<file path="src/rtl/spi_pkg.sv">
// Shared types and register offsets for the MMIO SPI master slot.
package spi_pkg;

    typedef enum logic [1:0] {
        IDLE,
        CPHA_DELAY,
        P0,
        P1
    } spi_state_t;

    localparam logic [4:0] SPI_RD_DATA = 5'd0;
    localparam logic [4:0] SPI_DVSR    = 5'd1;
    localparam logic [4:0] SPI_SS      = 5'd2;
    localparam logic [4:0] SPI_MODE    = 5'd3;
    localparam logic [4:0] SPI_WR_DATA = 5'd4;

endpackage

</file>
<file path="src/rtl/spi_master_engine.sv">
// Byte-wide full-duplex SPI master: phase/bit counters, shift registers and sclk generation.
module spi_master_engine
    import spi_pkg::*;
(
    input  logic        clk,
    input  logic        reset_n,
    input  logic [15:0] dvsr,
    input  logic        cpol,
    input  logic        cpha,
    input  logic [7:0]  din,
    input  logic        start,
    input  logic        miso,
    output logic [7:0]  dout,
    output logic        ready,
    output logic        done_tick,
    output logic        sclk,
    output logic        mosi,
    output spi_state_t  state
);

    // Handshake: a start pulse is accepted only on a cycle where ready=1;
    // ready falls the cycle after acceptance and returns once dout holds the new byte.
    spi_state_t  state_reg, state_next;
    logic [15:0] c_reg, c_next;
    logic [2:0]  n_reg, n_next;
    logic [7:0]  so_reg, so_next;
    logic [7:0]  si_reg, si_next;
    logic [7:0]  rx_reg, rx_next;
    logic        phase_end;
    logic        p_clk;

    always_ff @(posedge clk or negedge reset_n) begin
        if (!reset_n) begin
            state_reg <= IDLE;
            c_reg     <= '0;
            n_reg     <= '0;
            so_reg    <= '0;
            si_reg    <= '0;
            rx_reg    <= '0;
        end else begin
            state_reg <= state_next;
            c_reg     <= c_next;
            n_reg     <= n_next;
            so_reg    <= so_next;
            si_reg    <= si_next;
            rx_reg    <= rx_next;
        end
    end

    assign phase_end = (c_reg == dvsr);

    always_comb begin
        state_next = state_reg;
        c_next     = c_reg;
        n_next     = n_reg;
        so_next    = so_reg;
        si_next    = si_reg;
        rx_next    = rx_reg;
        ready      = 1'b0;
        done_tick  = 1'b0;
        case (state_reg)
            IDLE: begin
                ready = 1'b1;
                if (start) begin
                    so_next    = din;
                    c_next     = '0;
                    n_next     = '0;
                    state_next = cpha ? CPHA_DELAY : P0;
                end
            end
            CPHA_DELAY: begin
                if (phase_end) begin
                    c_next     = '0;
                    state_next = P0;
                end else begin
                    c_next = c_reg + 16'd1;
                end
            end
            P0: begin
                if (phase_end) begin
                    si_next    = {si_reg[6:0], miso};
                    c_next     = '0;
                    state_next = P1;
                end else begin
                    c_next = c_reg + 16'd1;
                end
            end
            P1: begin
                if (phase_end) begin
                    if (n_reg == 3'd7) begin
                        rx_next    = si_reg;
                        done_tick  = 1'b1;
                        state_next = IDLE;
                    end else begin
                        so_next    = {so_reg[6:0], 1'b0};
                        n_next     = n_reg + 3'd1;
                        c_next     = '0;
                        state_next = P0;
                    end
                end else begin
                    c_next = c_reg + 16'd1;
                end
            end
            default: state_next = IDLE;
        endcase
    end

    // The sclk-active half moves to P0 when cpha=1 so the first edge only launches data.
    assign p_clk = ((state_reg == P1) && !cpha) || ((state_reg == P0) && cpha);
    assign sclk  = cpol ^ p_clk;
    assign mosi  = so_reg[7];
    assign dout  = rx_reg;
    assign state = state_reg;

endmodule

</file>
<file path="src/rtl/mmio_spi_core.sv">
// MMIO slot wrapper: divisor, slave-select and mode registers plus the status/data read mux.
module mmio_spi_core
    import spi_pkg::*;
#(
    parameter int          S        = 2,
    parameter logic [15:0] DVSR_RST = 16'd49
) (
    input  logic         clk,
    input  logic         reset_n,
    input  logic         cs,
    input  logic         read,
    input  logic         write,
    input  logic [4:0]   addr,
    input  logic [31:0]  wr_data,
    output logic [31:0]  rd_data,
    output logic         spi_sclk,
    output logic         spi_mosi,
    input  logic         spi_miso,
    output logic [S-1:0] spi_ss_n
);

    logic [15:0] dvsr_reg;
    logic [S-1:0] ss_reg;
    logic        cpol_reg;
    logic        cpha_reg;
    logic        wr_en;
    logic        start;
    logic        ready;
    logic        done_tick;
    logic [7:0]  rx_byte;
    spi_state_t  engine_state;
    logic        unused_bits;

    assign wr_en = cs && write;
    assign start = wr_en && (addr == SPI_WR_DATA);

    always_ff @(posedge clk or negedge reset_n) begin
        if (!reset_n) begin
            dvsr_reg <= DVSR_RST;
            ss_reg   <= '1;
            cpol_reg <= 1'b0;
            cpha_reg <= 1'b0;
        end else if (wr_en) begin
            case (addr)
                SPI_DVSR: dvsr_reg <= wr_data[15:0];
                SPI_SS:   ss_reg   <= wr_data[S-1:0];
                SPI_MODE: begin
                    cpol_reg <= wr_data[0];
                    cpha_reg <= wr_data[1];
                end
                default: ;
            endcase
        end
    end

    spi_master_engine u_engine (
        .clk       (clk),
        .reset_n   (reset_n),
        .dvsr      (dvsr_reg),
        .cpol      (cpol_reg),
        .cpha      (cpha_reg),
        .din       (wr_data[7:0]),
        .start     (start),
        .miso      (spi_miso),
        .dout      (rx_byte),
        .ready     (ready),
        .done_tick (done_tick),
        .sclk      (spi_sclk),
        .mosi      (spi_mosi),
        .state     (engine_state)
    );

    // Status is a pure address mux; the read strobe carries no side effects here.
    assign rd_data  = (addr == SPI_RD_DATA) ? {23'b0, ready, rx_byte} : 32'd0;
    assign spi_ss_n = ss_reg;

    assign unused_bits = &{1'b0, read, wr_data[31:16], done_tick, engine_state};

endmodule

</file>
<file path="config.mk">
export PLATFORM = sky130hd
export DESIGN_NAME = mmio_spi_core
export DESIGN_NICKNAME = d
export VERILOG_FILES = /design/src/rtl/spi_pkg.sv /design/src/rtl/spi_master_engine.sv /design/src/rtl/mmio_spi_core.sv
export SDC_FILE = /design/constraint.sdc
export NUM_CORES = 1
export LEC_CHECK = 0
export ABC_AREA = 1
export BUFFER_PORTS_ARGS = -buffer_cell sky130_fd_sc_hd__buf_2
export CAP_MARGIN = 25
export CORE_UTILIZATION = 50
export CTS_BUF_LIST = sky130_fd_sc_hd__clkbuf_16
export DETAILED_ROUTE_END_ITERATION = 12
export PLACE_DENSITY = 0.77
export SLEW_MARGIN = 20
export SYNTH_ARGS = -nofsm -noshare
export SYNTH_HDL_FRONTEND = slang
export SYNTH_HIERARCHICAL = 1
export SYNTH_SLANG_ARGS = --single-unit
</file>
<file path="constraint.sdc">
create_clock -name clk -period 1.6 [get_ports clk]
set_clock_uncertainty 0.05 [all_clocks]
set_input_delay 0 -clock clk [delete_from_list [all_inputs] [get_ports clk]]
set_output_delay 0 -clock clk [all_outputs]
set_load 0.1 [all_outputs]
</file>
After elaboration in Yosys (flattened, before gate mapping)
Index checks and enable logic that the tools add are counted.
{"block": "word_totals", "register_bits": 65, "in_bits": 43, "elab_cells": 68}
{"block": "classes", "n_addsub": 2, "n_eq_ne": 15, "muxes": 22, "bitwise_logic": 1, "reduce_logical": 18}
{"cell": "2-to-1 mux 16 bit", "count": 4}
{"cell": "one-hot mux 16 bit (3 select lines)", "count": 1}
{"cell": "2-to-1 mux 8 bit", "count": 3}
{"cell": "adder 16 x 1 -> 16 bit, second input constant", "count": 1}
{"cell": "equality test 16 bit", "count": 1}
{"cell": "one-hot mux 8 bit (2 select lines)", "count": 1}
{"cell": "2-to-1 mux 2 bit", "count": 6}
{"cell": "equality test 5 x 2 -> 1 bit, second input constant", "count": 2}
{"cell": "AND reduction 2 bit", "count": 5}
{"cell": "2-to-1 mux 3 bit", "count": 3}
{"cell": "2-to-1 mux 9 bit", "count": 1}
{"cell": "one-hot mux 2 bit (4 select lines)", "count": 1}
{"cell": "AND reduction 4 bit", "count": 2}
{"cell": "!= test 2 x 1 -> 1 bit, second input constant", "count": 3}
{"cell": "one-hot mux 3 bit (2 select lines)", "count": 1}
{"cell": "equality test 5 x 1 -> 1 bit, second input constant", "count": 1}
{"cell": "equality test 5 x 3 -> 1 bit, second input constant", "count": 1}
{"cell": "zero test 5 bit", "count": 1}
{"cell": "equality test 2 bit, second input constant", "count": 2}
{"cell": "logical AND 1 bit", "count": 4}
{"cell": "!= test 2 bit, second input constant", "count": 2}
{"cell": "adder 3 x 1 -> 3 bit, second input constant", "count": 1}
{"cell": "equality test 3 bit, second input constant", "count": 1}
{"cell": "!= test 3 bit, second input constant", "count": 1}
{"cell": "other kinds (9)", "count": 9}

Longest topological paths before layout
{"block": "logic_depth", "ltp_word": 4, "ltp_mapped": 12, "depth_no_buf": 11}

Modules after synthesis
Netlist, hierarchy kept.
{"module": "spi_master_engine", "instances": 1, "cells_each": 389, "area_per_inst_um2": 2691.3}
{"module": "mmio_spi_core", "instances": 1, "cells_each": 145, "area_per_inst_um2": 1149.9}

Least setup slack after synthesis
OpenSTA, ideal clock, no wires.
{"block": "synth_path", "kind": "flip-flop to output port", "from": "reg u_engine.state_reg[0], in the netlist u_engine/state[0]", "to": "out spi_sclk", "arrival_time_ps": 2222, "setup_slack_ps": -672, "path_stages_with_launch": 5, "path_buffers": 0, "path_cell_list": "dfrtp_1 -> nand2_1 -> nand2_1 -> o21ai_0 -> xnor2_1"}
{"block": "synth_via", "elab_chain_len": 4, "word_cells_on_any_way": 6}
{"element": "from (decl)", "line": "spi_master_engine.sv:23", "text": "spi_state_t state_reg, state_next;"}
{"element": "from (signal assigned)", "line": "spi_master_engine.sv:41", "text": "state_reg <= state_next;"}
{"element": "equality test 2 bit", "line": "spi_master_engine.sv:109", "text": "assign p_clk = ((state_reg == P1) && !cpha) || ((state_reg == P0) && cpha);"}
{"element": "logical AND 1 bit", "line": "spi_master_engine.sv:109"}
{"element": "logical OR 1 bit *", "line": "spi_master_engine.sv:109"}
{"element": "bitwise XOR 1 bit *", "line": "spi_master_engine.sv:110", "text": "assign sclk = cpol ^ p_clk;"}
{"element": "to (decl)", "line": "mmio_spi_core.sv:16", "text": "output logic spi_sclk,"}
Every way passes the cells marked *; elsewhere a longest branch is shown, timed or not.

Worst setup path after layout
{"block": "layout_path", "from": "reg u_engine.state_reg[1], in the netlist u_engine/state[1]", "to": "reg u_engine.n_reg[1]"}
{"block": "layout_via", "elab_chain_len": 3, "word_cells_on_any_way": 8}
{"element": "equality test 2 bit or zero test 2 bit (tied branches)", "line": "spi_master_engine.sv:61", "text": "case (state_reg)"}
{"element": "!= test 2 x 1 -> 1 bit (no source line) (tied with other cells)"}
{"element": "AND reduction 4 bit (no source line)"}
{"element": "to (signal assigned)", "line": "spi_master_engine.sv:43", "text": "n_reg <= n_next;"}
{"element": "to (decl)", "line": "spi_master_engine.sv:25", "text": "logic [2:0] n_reg, n_next;"}
Parallel ways exist; a longest one is shown, timed or not.
A chain may end at the register's enable or synchronous reset.

==> impl_metrics.tcl <==
set metrics [dict create \
    outcome "finished with violations" \
    violations "negative setup slack" \
    final.setup.tns_ps -6104 \
    ant_nets 0 \
    arrival_ps 1970 \
    grt_setup_unrepaired "yes" \
    grtUsageMet3 0.05027 \
    grt_pass1_wl_microns 16800 \
    synthCells 533 \
    synth_warnings 6 \
    cts_max_level 3 \
    total_power_mw 8.621 \
    tightest_slew_ps 617.9 \
    cts-root-buf "clkbuf_16" \
    drt_first_pass_iters 5 \
    reg2reg_depth 8 \
    routabilityCongestion 0.8711 \
    die_x_microns 89.61 \
    cpPeakStageDelay_ps 420 \
    clkPwrFrac 0.266 \
    stdcell_count 745 \
    crit_path_end_kind "flip-flop" \
    final_util 0.7122 \
    powerDensity_nw_per_um2 1651 \
    antenna_found_initial 0 \
    clk_latency_ps 340 \
    grt_max_degree 32 \
    cp_max_fo 6 \
    grt_use_total 0.2805 \
    start_kind "flip-flop" \
    numCtsBuffers 9 \
    overflow 0 \
    path_depth 8 \
    clk_pin_slew_ps 60 \
    crit_chain "buf_4 -> nor2_1 -> inv_2 -> a211oi_4 -> nand2_4 -> buf_6 -> nand2_2 -> nand2_1" \
    portBuffers 38 \
    initial_utilization 0.5235 \
    max-slew-margin-rel 0.5881 \
    ios 79 \
    clkSinkCount 65 \
    switching_share 0.4195 \
    cap_violations 0 \
    wl_per_cell_microns 15.01 \
    syn2layout_area_growth_pct 36.06 \
    drtIter0Drc 417 \
    totalWireLength_microns 11190 \
    top_usage_layer "met2" \
    reg2reg_slack_ps -200 \
    pwr-share-seq 0.280 \
    ctsLongestPathBuffers 2 \
    worst_path_dominant_cell_family "simple AND/OR/NAND/NOR gates" \
    setup_ws_ps -199.0 \
    diodes 0 \
    rows 31 \
    whs_path_depth 4 \
    die_area_sq_um 8029 \
    synth_area_sq_um 3837 \
    grt_pass1_vias 3685 \
    crit_buf_inv 3 \
    final_nets 687 \
    dp_hpwl_microns 6130 \
    core_area_sq_um 7331 \
    cell_internal_pwr_mw 5.004 \
    cp.required_ps 1770 \
    critical_path_class "flip-flop to flip-flop" \
    syn_area_per_cell_sq_um 7.200 \
    crit_path_top_delay_cell "dfrtp_1" \
    hold_ws_ps 12.57 \
    hold_viol 0 \
    ir_drop_uv 1309 \
    routed_via_density 5.205 \
    grt_util_met1 0.3257 \
    hold_class "input port to flip-flop" \
    finalCriticalPeriod_ps 1799 \
    leakage_nw 2.742 \
    p_comb_frac 0.454 \
    power_switching_mw 3.617 \
    num_vias 3878 \
    dp.cells 692 \
    die_h_microns 89.61 \
    maxSlewViolCount 0 \
    post-route-period-util 1.124 \
    drc 0 \
    drive_above_1_share 0.2601 \
    met2_usage 0.4897 \
    cts_tree "done" \
    max_freq_mhz 555.9 \
    setup_viol 47 \
]
==> power by group through the flow <==
stage / clock network [mW] / logic (mW) / registers, mW
2_1_floorplan: 0 / 2.10 / 2.47
3_3_place_gp: 0 / 2.85 / 2.37
3_5_place_dp: 0 / 2.96 / 2.38
4_1_cts: 2.27 / 3.52 / 2.36
5_1_grt: 2.38 / 4.17 / 2.45
6_report: 2.30 / 3.91 / 2.41
==> worst reg2reg max path, stage by stage, from the launching register on <==
cell and delay [ps]:
dfrtp_1 420, buf_4 150, nor2_1 170, inv_2 110, a211oi_4 380, nand2_4 130
buf_6 150, nand2_2 70, nand2_1 60
==> per-stage QoR <==
step / worst slack [ps] / area, sq um
5_1_grt: -255.3 / 5221
2_1_floorplan: -147.9 / 3930
4_1_cts: -121.0 / 5114
6_report: -199.0 / 5221
3_3_place_gp: 14.92 / 4353
3_5_place_dp: -97.73 / 4353
==> what timing repair did <==
item,CTS,global route
endpoints found under the hold margin,49,0
setup endpoints to repair,42,47
gates resized for setup,33,36
setup buffers,11,4
pin swaps,11,21
hold buffers,21,0
gates cloned,2,0
==> routing by layer <==
layer  wire length [microns]  vias up
li1                        -     1812
met4                     574        0
met3                     661       52
met1                    4298     1824
met5                       0        -
met2                    5650      190
==> final timing paths <==
path | end | start
min in group asynchronous | u_engine/dout[5] | reset_n
worst max-delay path | u_engine/n_reg[1] | u_engine/state[1]
worst min-delay path | dvsr_reg[10] | addr[1]
max in group asynchronous | dvsr_reg[5] | reset_n
worst min register to register | spi_ss_n[1] | spi_ss_n[1]
worst max register to register | u_engine/n_reg[1] | u_engine/state[1]
==> cell usage in the layout, fill, tap and decap left out, types with 7 or more instances in the layout <==
cell	n
conb_1	23
inv_1	57
nand4_1	9
buf_12	11
buf_2	30
o21ai_1	15
nor2_4	8
nor2_1	26
inv_2	11
dfrtp_1	59
dlygate4sd3_1	21
clkbuf_16	9
buf_6	7
nand2_2	14
nand2_1	203
buf_4	42
nand3_1	47
==> cell type report <==
cell class                      instances  area, sq um
Fill cell                             503         2110
Multi-Input combinational cell        386         1889
Sequential cell                        65         1634
Timing Repair Buffer                  111        974.7
Inverter                               68        255.2
Clock buffer                            9        225.2
Tap cell                               99        123.9
Clock inverter                          7        118.9
(Power assumes the default switching activity.)
